**config.mk**
```make
export PLATFORM = sky130hd
export DESIGN_NAME = msg_write_sequencer
export DESIGN_NICKNAME = d
export VERILOG_FILES = /design/src/rtl/msg_write_sequencer.sv
export SDC_FILE = /design/constraint.sdc
export NUM_CORES = 1
export LEC_CHECK = 0
export CAP_MARGIN = 20
export CORE_MARGIN = 5
export CORE_UTILIZATION = 31
export CTS_BUF_LIST = sky130_fd_sc_hd__clkbuf_8
export DETAILED_ROUTE_END_ITERATION = 10
export SKIP_CTS_REPAIR_TIMING = 1
export SYNTH_ARGS = -nofsm -noshare
export SYNTH_HDL_FRONTEND = slang
export SYNTH_SLANG_ARGS = --single-unit
export TNS_END_PERCENT = 100
```
**constraint.sdc**
```tcl
create_clock -name clk -period 2.16 [get_ports clk]
set_input_delay 0.324 -clock clk [delete_from_list [all_inputs] [get_ports clk]]
set_output_delay 0.324 -clock clk [all_outputs]
set_load 0.02 [all_outputs]
```
**src/rtl/msg_write_sequencer.sv**
```systemverilog
// Sequences receiver bytes into storage: particle bytes are packed into a word and
// written via req/ack to a slot; map bytes are written one per strobe to an auto-incrementing address.
module msg_write_sequencer #(
  parameter int unsigned PARTICLE_MESSAGE_LENGHT = 8,
  parameter int unsigned MAP_MESSAGE_LENGHT      = 16,
  parameter int unsigned NUM_PARTICLES           = 16,
  parameter int unsigned MAP_DEPTH_BYTES         = 64
) (
  input  logic                                 clk,
  input  logic                                 reset,
  input  logic [7:0]                           msg_in,
  input  logic                                 msg_valid,
  input  logic                                 particle_flag,
  input  logic                                 map_flag,
  output logic                                 particle_wr_en,
  output logic [$clog2(NUM_PARTICLES)-1:0]     particle_wr_addr,
  output logic [PARTICLE_MESSAGE_LENGHT*8-1:0] particle_wr_data,
  input  logic                                 particle_wr_ack,
  output logic                                 map_wr_en,
  output logic [$clog2(MAP_DEPTH_BYTES)-1:0]   map_wr_addr,
  output logic [7:0]                           map_wr_data,
  output logic                                 particle_set_done,
  output logic                                 map_loaded,
  output logic                                 overflow_err,
  output logic                                 protocol_err
);

  localparam int unsigned PW     = PARTICLE_MESSAGE_LENGHT * 8;
  localparam int unsigned SW     = $clog2(NUM_PARTICLES);
  localparam int unsigned AW     = $clog2(MAP_DEPTH_BYTES);
  localparam int unsigned MAXLEN = (PARTICLE_MESSAGE_LENGHT > MAP_MESSAGE_LENGHT) ?
                                   PARTICLE_MESSAGE_LENGHT : MAP_MESSAGE_LENGHT;
  localparam int unsigned CW     = $clog2(MAXLEN + 1);

  localparam logic [CW-1:0] PLEN      = CW'(PARTICLE_MESSAGE_LENGHT);
  localparam logic [CW-1:0] MLEN      = CW'(MAP_MESSAGE_LENGHT);
  localparam logic [SW-1:0] LAST_SLOT = SW'(NUM_PARTICLES - 1);
  localparam logic [AW-1:0] LAST_ADDR = AW'(MAP_DEPTH_BYTES - 1);

  typedef enum logic [1:0] {S_IDLE, S_PART, S_MAP} state_t;

  state_t          state_q, state_d;
  logic            msg_valid_q;
  logic            stb;
  logic [CW-1:0]   cnt_q, cnt_d, cnt_inc;
  logic [PW-1:0]   shift_q, shift_d, shift_nx;
  logic            word_done, map_wr, proto_set;

  logic            pend_q;
  logic [PW-1:0]   hold_q;
  logic [SW-1:0]   slot_q;
  logic            set_done_q, ovf_q, proto_q;
  logic            men_q, mloaded_q;
  logic [AW-1:0]   maddr_q, mptr_q;
  logic [7:0]      mdata_q;

  always_comb begin
    stb       = msg_valid & ~msg_valid_q;
    cnt_inc   = cnt_q + 1'b1;
    // Older bytes fall off the top once a full message has been shifted in,
    // so no explicit clear is needed when a new message starts.
    shift_d   = (shift_q << 8) | PW'(msg_in);
    state_d   = state_q;
    cnt_d     = cnt_q;
    shift_nx  = shift_q;
    word_done = 1'b0;
    map_wr    = 1'b0;
    proto_set = 1'b0;
    unique case (state_q)
      S_IDLE: begin
        if (stb) begin
          if (particle_flag && !map_flag) begin
            shift_nx = shift_d;
            if (PLEN == CW'(1)) begin
              word_done = 1'b1;
            end else begin
              cnt_d   = CW'(1);
              state_d = S_PART;
            end
          end else if (map_flag && !particle_flag) begin
            map_wr = 1'b1;
            if (MLEN != CW'(1)) begin
              cnt_d   = CW'(1);
              state_d = S_MAP;
            end
          end else begin
            proto_set = 1'b1;
          end
        end
      end
      S_PART: begin
        if (!particle_flag) begin
          proto_set = 1'b1;
          cnt_d     = '0;
          state_d   = S_IDLE;
        end else if (stb) begin
          shift_nx = shift_d;
          if (cnt_inc == PLEN) begin
            word_done = 1'b1;
            cnt_d     = '0;
            state_d   = S_IDLE;
          end else begin
            cnt_d = cnt_inc;
          end
        end
      end
      S_MAP: begin
        if (!map_flag) begin
          proto_set = 1'b1;
          cnt_d     = '0;
          state_d   = S_IDLE;
        end else if (stb) begin
          map_wr = 1'b1;
          if (cnt_inc == MLEN) begin
            cnt_d   = '0;
            state_d = S_IDLE;
          end else begin
            cnt_d = cnt_inc;
          end
        end
      end
      default: begin
        cnt_d   = '0;
        state_d = S_IDLE;
      end
    endcase
  end

  always_ff @(posedge clk or negedge reset) begin
    if (!reset) begin
      msg_valid_q <= 1'b0;
      state_q     <= S_IDLE;
      cnt_q       <= '0;
      shift_q     <= '0;
      pend_q      <= 1'b0;
      hold_q      <= '0;
      slot_q      <= '0;
      set_done_q  <= 1'b0;
      ovf_q       <= 1'b0;
      proto_q     <= 1'b0;
      men_q       <= 1'b0;
      maddr_q     <= '0;
      mptr_q      <= '0;
      mdata_q     <= '0;
      mloaded_q   <= 1'b0;
    end else begin
      msg_valid_q <= msg_valid;
      state_q     <= state_d;
      cnt_q       <= cnt_d;
      shift_q     <= shift_nx;
      if (proto_set) proto_q <= 1'b1;

      set_done_q <= 1'b0;
      if (pend_q && particle_wr_ack) begin
        slot_q     <= slot_q + 1'b1;
        set_done_q <= (slot_q == LAST_SLOT);
      end
      // A completing write frees the hold register in the same cycle a new word may land.
      if (word_done) begin
        if (!pend_q || particle_wr_ack) begin
          hold_q <= shift_d;
          pend_q <= 1'b1;
        end else begin
          ovf_q <= 1'b1;
        end
      end else if (pend_q && particle_wr_ack) begin
        pend_q <= 1'b0;
      end

      men_q     <= map_wr;
      mloaded_q <= 1'b0;
      if (map_wr) begin
        mdata_q   <= msg_in;
        maddr_q   <= mptr_q;
        mptr_q    <= mptr_q + 1'b1;
        mloaded_q <= (mptr_q == LAST_ADDR);
      end
    end
  end

  assign particle_wr_en    = pend_q;
  assign particle_wr_addr  = slot_q;
  assign particle_wr_data  = hold_q;
  assign particle_set_done = set_done_q;
  assign overflow_err      = ovf_q;
  assign protocol_err      = proto_q;
  assign map_wr_en         = men_q;
  assign map_wr_addr       = maddr_q;
  assign map_wr_data       = mdata_q;
  assign map_loaded        = mloaded_q;

endmodule
```
==> flow_summary.yaml <==
die:
  die_y_um: 153
  die_x_um: 153
  core_area_um2: 20200
  die_area_um2: 23400
  initial_core_util_pct: 31.4
  ios: 102
  fp-row-count: 52
drt:
  wirelength_um: 13400
  vias_per_cell: 4.54
  via_count: 3869
  ant_nets: 0
  firstDrtPassIters: 4
  drt_iter0_drc: 176
  drc: 0
  routedWlPerCell_um: 15.7
grt:
  use_met3_pct: 3.56
  grt_pass1_vias: 4103
  grt_pass1_wl_um: 22300
  grt_usage_pct: 11.9
  grt_max_degree: 49
  grt_util_met2_pct: 19.3
  use_met1_pct: 15.2
  busiest_layer: "met2"
  grt-ovfl-total: 0
  antenna_found_initial: 0
timing:
  tightest_slew_ns: 0.391
  skew_ns: 0.0106
  period_needed_ns: 1.94
  maxSlewHeadroom_pct: 73.9
  fin_crit_sh_pct: 89.7
  grt_setup_unrepaired: "no"
  slew_violations: 0
  hold_violations: 0
  worst_slack_ns: 0.222
  fmaxAchievable_mhz: 516
  setup_violations: 0
setup_path:
  worstRegToRegCells: 7
  cp-start-kind: "flop"
  crit_path_max_fanout: 23
  required_ns: 2.50
  r2r_start: "cnt_q[0]"
  r2r_setup_slack_ns: 0.22
  end_kind: "flop"
  regToRegEndpoint: "particle_wr_data[57]"
  crit_type: "reg -> reg"
  arrival_ns: 2.28
cells_and_area:
  drive_gt1_share_pct: 29.5
  nNetsFinal: 589
  num_antenna_cells: 0
  layout_common_cells: "dfrtp_1, mux2_2, clkdlybuf4s50_1"
  final_common_cell: "dfrtp_1"
  final_area_um2: 8200
  syn_to_final_growth_pct: 29.6
cts:
  clock_sinks: 158
  cts_made_buffers: 17
  cts_root_buffer: "clkbuf_8"
  max-clock-path-buffers: 2
  cts.clk_slew.worst_paths_ns: 0.09
  cts_tree: "built"
  htreeDepth: 4
  clk_latency_ns: 0.46
place:
  gp_congestion: 0.738
  place_hpwl_um: 9710
  placed_area_um2: 7770
  dp_slack_ns: -0.167
  portBuffers: 101
yosys:
  netlist_instances: 448
  yosysWarnings: 0
  synth.avg_cell_area_um2: 14.1
  ys_seq_area_share_pct: 62.5
  syn_area_um2: 6330
  ys_ff_latch: 158
  ys_types: 44
  syn_nets: 467
run_status:
  status: "completed"
pwr:
  clkPwrFrac_pct: 30.8
  share_seq_of_total_power_pct: 52.2
  irDropWorstVdd_mv: 0.461
  leakage_nw: 3.89
  swShare_pct: 30.2
  power_w: 0.00760
  power.density_nw_per_um2: 926
  p_comb_share_pct: 17.0
  power.internal_w: 0.00530
  p_sw_w: 0.00229
job:
  drv_cap: 0
worst_hold_path:
  hp-class: "in -> async"
worst max-delay path by stage:
| stage | startpoint | end | slack, ns | depth (start not counted) |
|---|---|---|---|---|
| after floorplan | cnt_q[0] | particle_wr_data[47] | 0.26 | 9 |
| after global placement | particle_flag | shift_q[17] | -0.1 | 6 |
| after detailed placement | particle_flag | shift_q[32] | -0.17 | 6 |
| after CTS | cnt_q[0] | particle_wr_data[57] | 0.21 | 7 |
| after global routing | cnt_q[0] | particle_wr_data[57] | 0.10 | 7 |
| final | cnt_q[0] | particle_wr_data[57] | 0.22 | 7 |
power by group through the flow:
stage,sequential [W],combinational [W],clock (W)
floorplan,0.00395,0.000717,0
global placement,0.00402,0.00126,0
detailed placement,0.00405,0.00131,0
CTS,0.00399,0.00132,0.00242
global route,0.00406,0.00142,0.00254
finish,0.00397,0.00129,0.00234
Yosys cell counts (all sizes together):
cell / n / share of area [%]
o21bai: 1 / 0.12
a211oi: 2 / 0.24
a32o: 1 / 0.16
or4b: 1 / 0.16
a22oi: 1 / 0.12
nand2: 58 / 3.4
o221ai: 1 / 0.14
mux2i: 2 / 0.32
xor2: 1 / 0.14
or3b: 1 / 0.14
nand2b: 7 / 0.69
o311ai: 1 / 0.14
nor3: 2 / 0.24
buf: 20 / 2.7
o311a: 1 / 0.16
nand3b: 2 / 0.44
or2: 1 / 0.099
a22o: 1 / 0.14
nor2: 11 / 0.65
nand3: 5 / 0.40
a21oi: 8 / 0.63
or3: 2 / 0.20
dfrtp: 158 / 62
clkbuf: 3 / 0.20
o31ai: 1 / 0.12
a31oi: 1 / 0.099
clkinv: 1 / 0.14
xnor2: 7 / 0.97
inv: 4 / 0.24
nand4: 5 / 0.73
ha: 5 / 0.99
nor2b: 2 / 0.20
mux2: 121 / 22
and2: 2 / 0.20
o21ai: 6 / 0.47
nor3b: 2 / 0.24
registers in the layout, indices dropped and copies added (netlist names):
signal / flops
map_wr_addr: 6
mptr_q: 6
shift_q: 56
particle_wr_data: 64
map_wr_data: 8
map_loaded: 1
state_q: 2
map_wr_en: 1
cnt_q: 5
particle_wr_en: 1
msg_valid_q: 1
particle_wr_addr: 4
protocol_err: 1
overflow_err: 1
particle_set_done: 1
layout make-up:
type | count | area [um2]
well taps | 270 | 338
inverters | 5 | 23.8
repair buffers | 126 | 1280
clock inverters | 14 | 171
fillers | 1892 | 12000
multi-input cells | 262 | 2190
clock buffers | 18 | 248
flip-flops and latches | 158 | 3950
per-stage QoR:
step	util (%)	setup TNS, ns	hold slack, ns	std cells
floorplan	-	0	0.0284	448
global placement	38.5	-7.02	0.246	820
detailed placement	38.5	-11.83	0.245	820
CTS	40.6	0	-0.274	852
global route	40.7	0	0.334	853
finish	40.7	0	0.321	853
per-layer routing:
layer	up-vias	part of all wire, %	wire, um
li1	1792	-	-
met1	1974	45	6020
met2	84	49	6550
met5	-	0	0
met4	0	1.8	246
met3	19	4.5	603
cell families (layout without fill, tap and decap cells):
kind of cell	after synthesis	count (layout)	share of synthesized area [%]
DFF	158	158	62.5
and+or+nand+nor	101	101	7.81
xor gates and xnor gates	8	8	1.11
buffers and inverters	28	163	3.24
AOI/OAI and AO/OA	25	25	2.53
adders and majority gates	5	5	0.989
muxes	123	123	21.8
critical path, stage by stage (launching register included):
cell and delay [ns]:
dfrtp_1 0.44, ha_1 0.24, nand2_1 0.18, nor3_2 0.06
o21ai_1 0.12, nand2b_4 0.23, buf_12 0.19, mux2_2 0.35
Power figures use the tool's default switching activity.
